===== config.mk =====
export PLATFORM = sky130hd
export DESIGN_NAME = axi_m_rd_sched
export DESIGN_NICKNAME = d
export VERILOG_FILES = /design/src/rtl/axi_m_rd_sched.sv
export SDC_FILE = /design/constraint.sdc
export NUM_CORES = 1
export LEC_CHECK = 0
export ABC_AREA = 1
export ABC_CLOCK_PERIOD_IN_PS = 5000
export CAP_MARGIN = 20
export CORE_AREA = 5 5 202 204
export CTS_CLUSTER_DIAMETER = 40
export DETAILED_ROUTE_END_ITERATION = 10
export DIE_AREA = 0 0 207 209
export GPL_TIMING_DRIVEN = 0
export PLACE_DENSITY = 0.58
export SYNTH_ARGS = -nofsm -noshare
export SYNTH_HDL_FRONTEND = slang
export SYNTH_SLANG_ARGS = --single-unit

===== constraint.sdc =====
create_clock -name clk -period 5 [get_ports clk]
set_clock_uncertainty 0.1 [all_clocks]
set_input_delay 1.25 -clock clk [delete_from_list [all_inputs] [get_ports clk]]
set_output_delay 1.25 -clock clk [all_outputs]
set_load 0.01 [all_outputs]

===== src/rtl/axi_m_rd_sched.sv =====
// Round-robin scheduler that feeds read descriptors from several requesters
// into a single AXI4 read engine and routes the completion back to the owner.
module axi_m_rd_sched #(
    parameter int C_NUM_REQ = 4,
    parameter int C_ADDR_W  = 64,
    parameter int C_SIZE_W  = 32,
    parameter int C_ID_W    = $clog2(C_NUM_REQ)
) (
    input  logic                            clk,
    input  logic                            rst_n,
    input  logic [C_NUM_REQ-1:0]            req_valid_i,
    output logic [C_NUM_REQ-1:0]            req_ready_o,
    input  logic [C_NUM_REQ*C_ADDR_W-1:0]   req_offset_i,
    input  logic [C_NUM_REQ*C_SIZE_W-1:0]   req_size_i,
    output logic [C_NUM_REQ-1:0]            req_done_o,
    output logic                            eng_start_o,
    output logic [C_ADDR_W-1:0]             eng_offset_o,
    output logic [C_SIZE_W-1:0]             eng_size_o,
    input  logic                            eng_done_i,
    output logic [C_ID_W-1:0]               job_id_o,
    output logic                            busy_o,
    output logic [31:0]                     jobs_done_o
);

    typedef enum logic [1:0] {
        S_IDLE  = 2'd0,
        S_START = 2'd1,
        S_BUSY  = 2'd2,
        S_DONE  = 2'd3
    } state_t;

    state_t                 state_q, state_d;
    logic [C_ID_W-1:0]      ptr_q, ptr_d;
    logic [C_ID_W-1:0]      job_id_q, job_id_d;
    logic [C_ADDR_W-1:0]    offset_q, offset_d;
    logic [C_SIZE_W-1:0]    size_q, size_d;
    logic [31:0]            jobs_done_q, jobs_done_d;
    logic                   start_q, start_d;
    logic                   busy_q, busy_d;
    logic [C_NUM_REQ-1:0]   done_q, done_d;

    logic                   found_s;
    logic                   accept_s;
    logic [C_ID_W-1:0]      winner_s;
    logic [C_NUM_REQ-1:0]   grant_s;
    logic [C_ADDR_W-1:0]    win_offset_s;
    logic [C_SIZE_W-1:0]    win_size_s;

    // (base + k) mod C_NUM_REQ for k < C_NUM_REQ; works for any requester count.
    function automatic logic [C_ID_W-1:0] rr_idx(input logic [C_ID_W-1:0] base, input int k);
        int sum;
        sum = 32'(base) + k;
        if (sum >= C_NUM_REQ) begin
            sum = sum - C_NUM_REQ;
        end else begin
            sum = sum;
        end
        return C_ID_W'(sum);
    endfunction

    function automatic logic [C_NUM_REQ-1:0] one_hot(input logic [C_ID_W-1:0] idx);
        return {{(C_NUM_REQ-1){1'b0}}, 1'b1} << idx;
    endfunction

    // Round-robin arbitration: first valid requester at or after ptr_q.
    always_comb begin
        found_s  = 1'b0;
        winner_s = '0;
        for (int k = 0; k < C_NUM_REQ; k++) begin
            if (!found_s && req_valid_i[rr_idx(ptr_q, k)]) begin
                found_s  = 1'b1;
                winner_s = rr_idx(ptr_q, k);
            end else begin
                found_s  = found_s;
            end
        end
    end

    assign accept_s     = rst_n && (state_q == S_IDLE) && found_s;
    assign grant_s      = accept_s ? one_hot(winner_s) : '0;
    assign win_offset_s = req_offset_i[winner_s*C_ADDR_W +: C_ADDR_W];
    assign win_size_s   = req_size_i[winner_s*C_SIZE_W +: C_SIZE_W];

    // Job sequencing and next values for every registered output.
    always_comb begin
        state_d     = state_q;
        ptr_d       = ptr_q;
        job_id_d    = job_id_q;
        offset_d    = offset_q;
        size_d      = size_q;
        jobs_done_d = jobs_done_q;
        case (state_q)
            S_IDLE: begin
                if (accept_s) begin
                    job_id_d = winner_s;
                    offset_d = win_offset_s;
                    size_d   = win_size_s;
                    ptr_d    = rr_idx(winner_s, 1);
                    // Zero-length jobs complete locally and never start the engine.
                    if (win_size_s != {C_SIZE_W{1'b0}}) begin
                        state_d = S_START;
                    end else begin
                        state_d = S_DONE;
                    end
                end else begin
                    state_d = S_IDLE;
                end
            end
            S_START: state_d = S_BUSY;
            S_BUSY: begin
                if (eng_done_i) begin
                    state_d = S_DONE;
                end else begin
                    state_d = S_BUSY;
                end
            end
            S_DONE: begin
                state_d     = S_IDLE;
                jobs_done_d = jobs_done_q + 32'd1;
            end
            default: state_d = S_IDLE;
        endcase

        start_d = (state_d == S_START);
        busy_d  = (state_d != S_IDLE);
        if (state_d == S_DONE) begin
            done_d = one_hot(job_id_d);
        end else begin
            done_d = '0;
        end
    end

    // State and output registers; the engine shares this reset.
    always_ff @(posedge clk) begin
        if (!rst_n) begin
            state_q     <= S_IDLE;
            ptr_q       <= '0;
            job_id_q    <= '0;
            offset_q    <= '0;
            size_q      <= '0;
            jobs_done_q <= 32'd0;
            start_q     <= 1'b0;
            busy_q      <= 1'b0;
            done_q      <= '0;
        end else begin
            state_q     <= state_d;
            ptr_q       <= ptr_d;
            job_id_q    <= job_id_d;
            offset_q    <= offset_d;
            size_q      <= size_d;
            jobs_done_q <= jobs_done_d;
            start_q     <= start_d;
            busy_q      <= busy_d;
            done_q      <= done_d;
        end
    end

    assign req_ready_o  = grant_s;
    assign req_done_o   = done_q;
    assign eng_start_o  = start_q;
    assign eng_offset_o = offset_q;
    assign eng_size_o   = size_q;
    assign job_id_o     = job_id_q;
    assign busy_o       = busy_q;
    assign jobs_done_o  = jobs_done_q;

endmodule

==> out/qor.yml <==
place:
  hpwl_mm: 43.0
  place_ws_ns: -1.57
  gp_congestion: 0.970
  io_buffers: 530
  placed_cells: 2407
sta:
  setup_ws_ns: 0.214
  finalCritPeriodShare: 0.957
  fin_crit_ns: 4.79
  max_freq_mhz: 209
  maxSlewHeadroom: 0.320
  worst_hold_slack_ns: 0.366
  rsz0062_at_grt: "false"
  drv_slew: 0
  worst_pin_slew_ns: 1.02
  setup_viol_count_final: 0
  finalHoldViolations: 0
  fin_tns_setup_ns: 0
outcome:
  status: "complete, no violations"
synthesis:
  syn-mean-instance-area_sq_um: 6.29
  yosysTopAreaCell: "dfxtp_1"
  synth-seq-cells: 140
  ys_warn_count: 0
  synth_area_sq_um: 8510
  synth.net_count: 1752
  synth-seq-area-share: 0.329
  syn_inst: 1352
  synthTopCellsByArea: "dfxtp_1, nand2_1, o21ai_0"
  synth_top_area_share: 0.329
  synthArstFlopShare: 0
  ys_types: 35
  synth_edf_count: 0
  ys.flop_type: "dfxtp_1"
critical_path:
  critPathKind: "in -> out"
  critPathLaunchType: "input pin"
  end_kind: "output pin"
  crit_fanout: 11
  cp_data_required_time_ns: 3.65
  cp.arrival_ns: 3.44
  reg2reg_slack_ns: 1.47
detailed_routing:
  drt_wl_total_mm: 52.3
  drcViolationCount: 0
  via_count: 11600
  first_pass_iters: 7
  vias_per_cell: 4.74
  wl_per_cell_microns: 21.4
  postRouteAntennaNets: 0
  drtIter0Drc: 698
global_routing:
  grt_pass1_vias: 12100
  antenna_found_initial: 2
  gr-total-overflow: 0
  grt_max_degree: 21
  grt.total_usage: 0.231
  grt_pass1_wl_mm: 76.4
floorplanning:
  die_y_microns: 209
  die-area_sq_um: 43300
  dieWidth_microns: 207
  core_sq_um: 39100
  pin_count: 531
  start_util: 0.218
  fp-row-count: 73
clock_network:
  cts_buffer_depth: 2
  clk_latency_ns: 0.43
  cts_num_sinks: 140
  cts_tree: "yes"
  clk_pin_slew_ns: 0.06
  numCtsBuffers: 17
  cts_root_buf: "clkbuf_16"
  cts_hold_buf: 0
  h-tree-depth: 4
job:
  maxCapViolations: 0
power:
  peakVddDrop_v: 0.000354
  leakagePower_nw: 6.02
  p_per_area_nw_per_um2: 643
hold_path:
  hp-class: "reg -> reg"
final_layout:
  final_core_util: 0.390
  drive_gt1_frac: 0.0554
  syn_to_final_growth_pct: 79.4
  post_layout_nonfiller_instances: 2441
  nNetsFinal: 2302
  fill_cells: 4221
-- layout by cell type, fill, tap and decap left out, types with 19 or more instances in the layout --
| cell | n |
|---|---|
| a21oi_1 | 105 |
| a31oi_1 | 19 |
| clkbuf_1 | 58 |
| clkdlybuf4s50_1 | 526 |
| dfxtp_1 | 140 |
| inv_1 | 71 |
| nand2_1 | 386 |
| nand3_1 | 118 |
| nand4_1 | 28 |
| nor2_1 | 91 |
| o21ai_0 | 165 |
-- final timing paths --
kind | start | to | cells after the start
min reg2reg | eng_offset_o[53]$_SDFFE_PN0P_ | eng_offset_o[53]$_SDFFE_PN0P_ | 2
max | req_valid_i[3] | req_ready_o[2] | 16
min | eng_offset_o[53]$_SDFFE_PN0P_ | eng_offset_o[53]$_SDFFE_PN0P_ | 2
max reg2reg | ptr_q[0]$_SDFFE_PN0P_ | eng_offset_o[62]$_SDFFE_PN0P_ | 17
-- report_power, final --
group          total [mW]  switching (mW)  internal [mW]
sequential           1.68           0.200           1.48
clock                1.38           0.527          0.851
combinational        6.75            4.24           2.51
total                9.81            4.97           4.84
-- sequential cells by signal, summed over array words and instances (netlist names) --
name and count:
state_q 2, job_id_o 2, jobs_done_o 32, eng_size_o 32
eng_offset_o 64, ptr_q 2, busy_o 1, eng_start_o 1
req_done_o 4
-- what timing repair did --
action / CTS / global route
buffers inserted: 2 / 3
pin swaps: 1 / 0
setup endpoints to repair: 4 / 4
gates cloned: 1 / 1
gates resized for setup: 25 / 15
hold endpoints to repair: 0 / 0
-- Yosys cell counts, types with 18 or more instances --
library cell and n:
or2_2 18, nor2_1 91, a31oi_1 19, dfxtp_1 140, o21bai_1 18, o21ai_0 165
nand3_1 120, inv_1 71, buf_2 19, clkbuf_1 62, a21oi_1 105, nand4_1 28
nand2_1 388
-- worst max-delay path, stage by stage --
cell	delay, ns
clkdlybuf4s50_1	0.42
inv_1	0.08
nand2_1	0.07
nand3_1	0.13
nand2_2	0.10
nor2_4	0.16
nand3_1	0.09
nand3_1	0.10
nand2_2	0.13
inv_4	0.11
buf_12	0.16
buf_12	0.17
ha_1	0.15
inv_1	0.04
nor2_1	0.11
buf_2	0.17
-- kinds of logic (layout without fill, tap and decap cells) --
logic type / count (synthesis) / after routing / synth area share
adder cells (fa/ha/maj): 9 / 9 / 0.0132
XOR/XNOR: 5 / 5 / 0.00515
buffers and inverters: 176 / 738 / 0.0865
AO/OA/AOI/OAI: 338 / 338 / 0.215
flip-flops: 140 / 140 / 0.329
AND/OR/NAND/NOR: 670 / 670 / 0.334
multiplexers: 14 / 14 / 0.0165
other: 0 / 2 / 0
-- final cells by class --
class	instances	area, sq um	share of cell area
Timing Repair Buffer	537	5380	0.353
Multi-Input combinational cell	1036	5000	0.328
Sequential cell	140	2800	0.184
Tap cell	525	657	0.0430
Clock buffer	22	494	0.0324
Buffer	92	492	0.0322
Inverter	78	298	0.0195
Clock inverter	9	134	0.00877
Antenna cell	2	5.00	0.000328
-- per-layer routing --
metal  wire (microns)  up-vias  GRT usage  share of wire
li1                 -     5638          -              -
met1            21100     5327      0.264           0.40
met2            25500      513      0.408           0.49
met5                0        -          0              0
met4             1830        0     0.0866          0.035
met3             3920       85     0.0674          0.075
-- metrics by stage --
step           power, mW  cell area [sq um]
3_5_place_dp        8.17              14500
6_report            9.81              15300
5_1_grt             10.5              15300
2_1_floorplan       5.16               8510
4_1_cts             9.75              15200
3_3_place_gp        8.16              14500
Power figures use the tool's default switching activity.
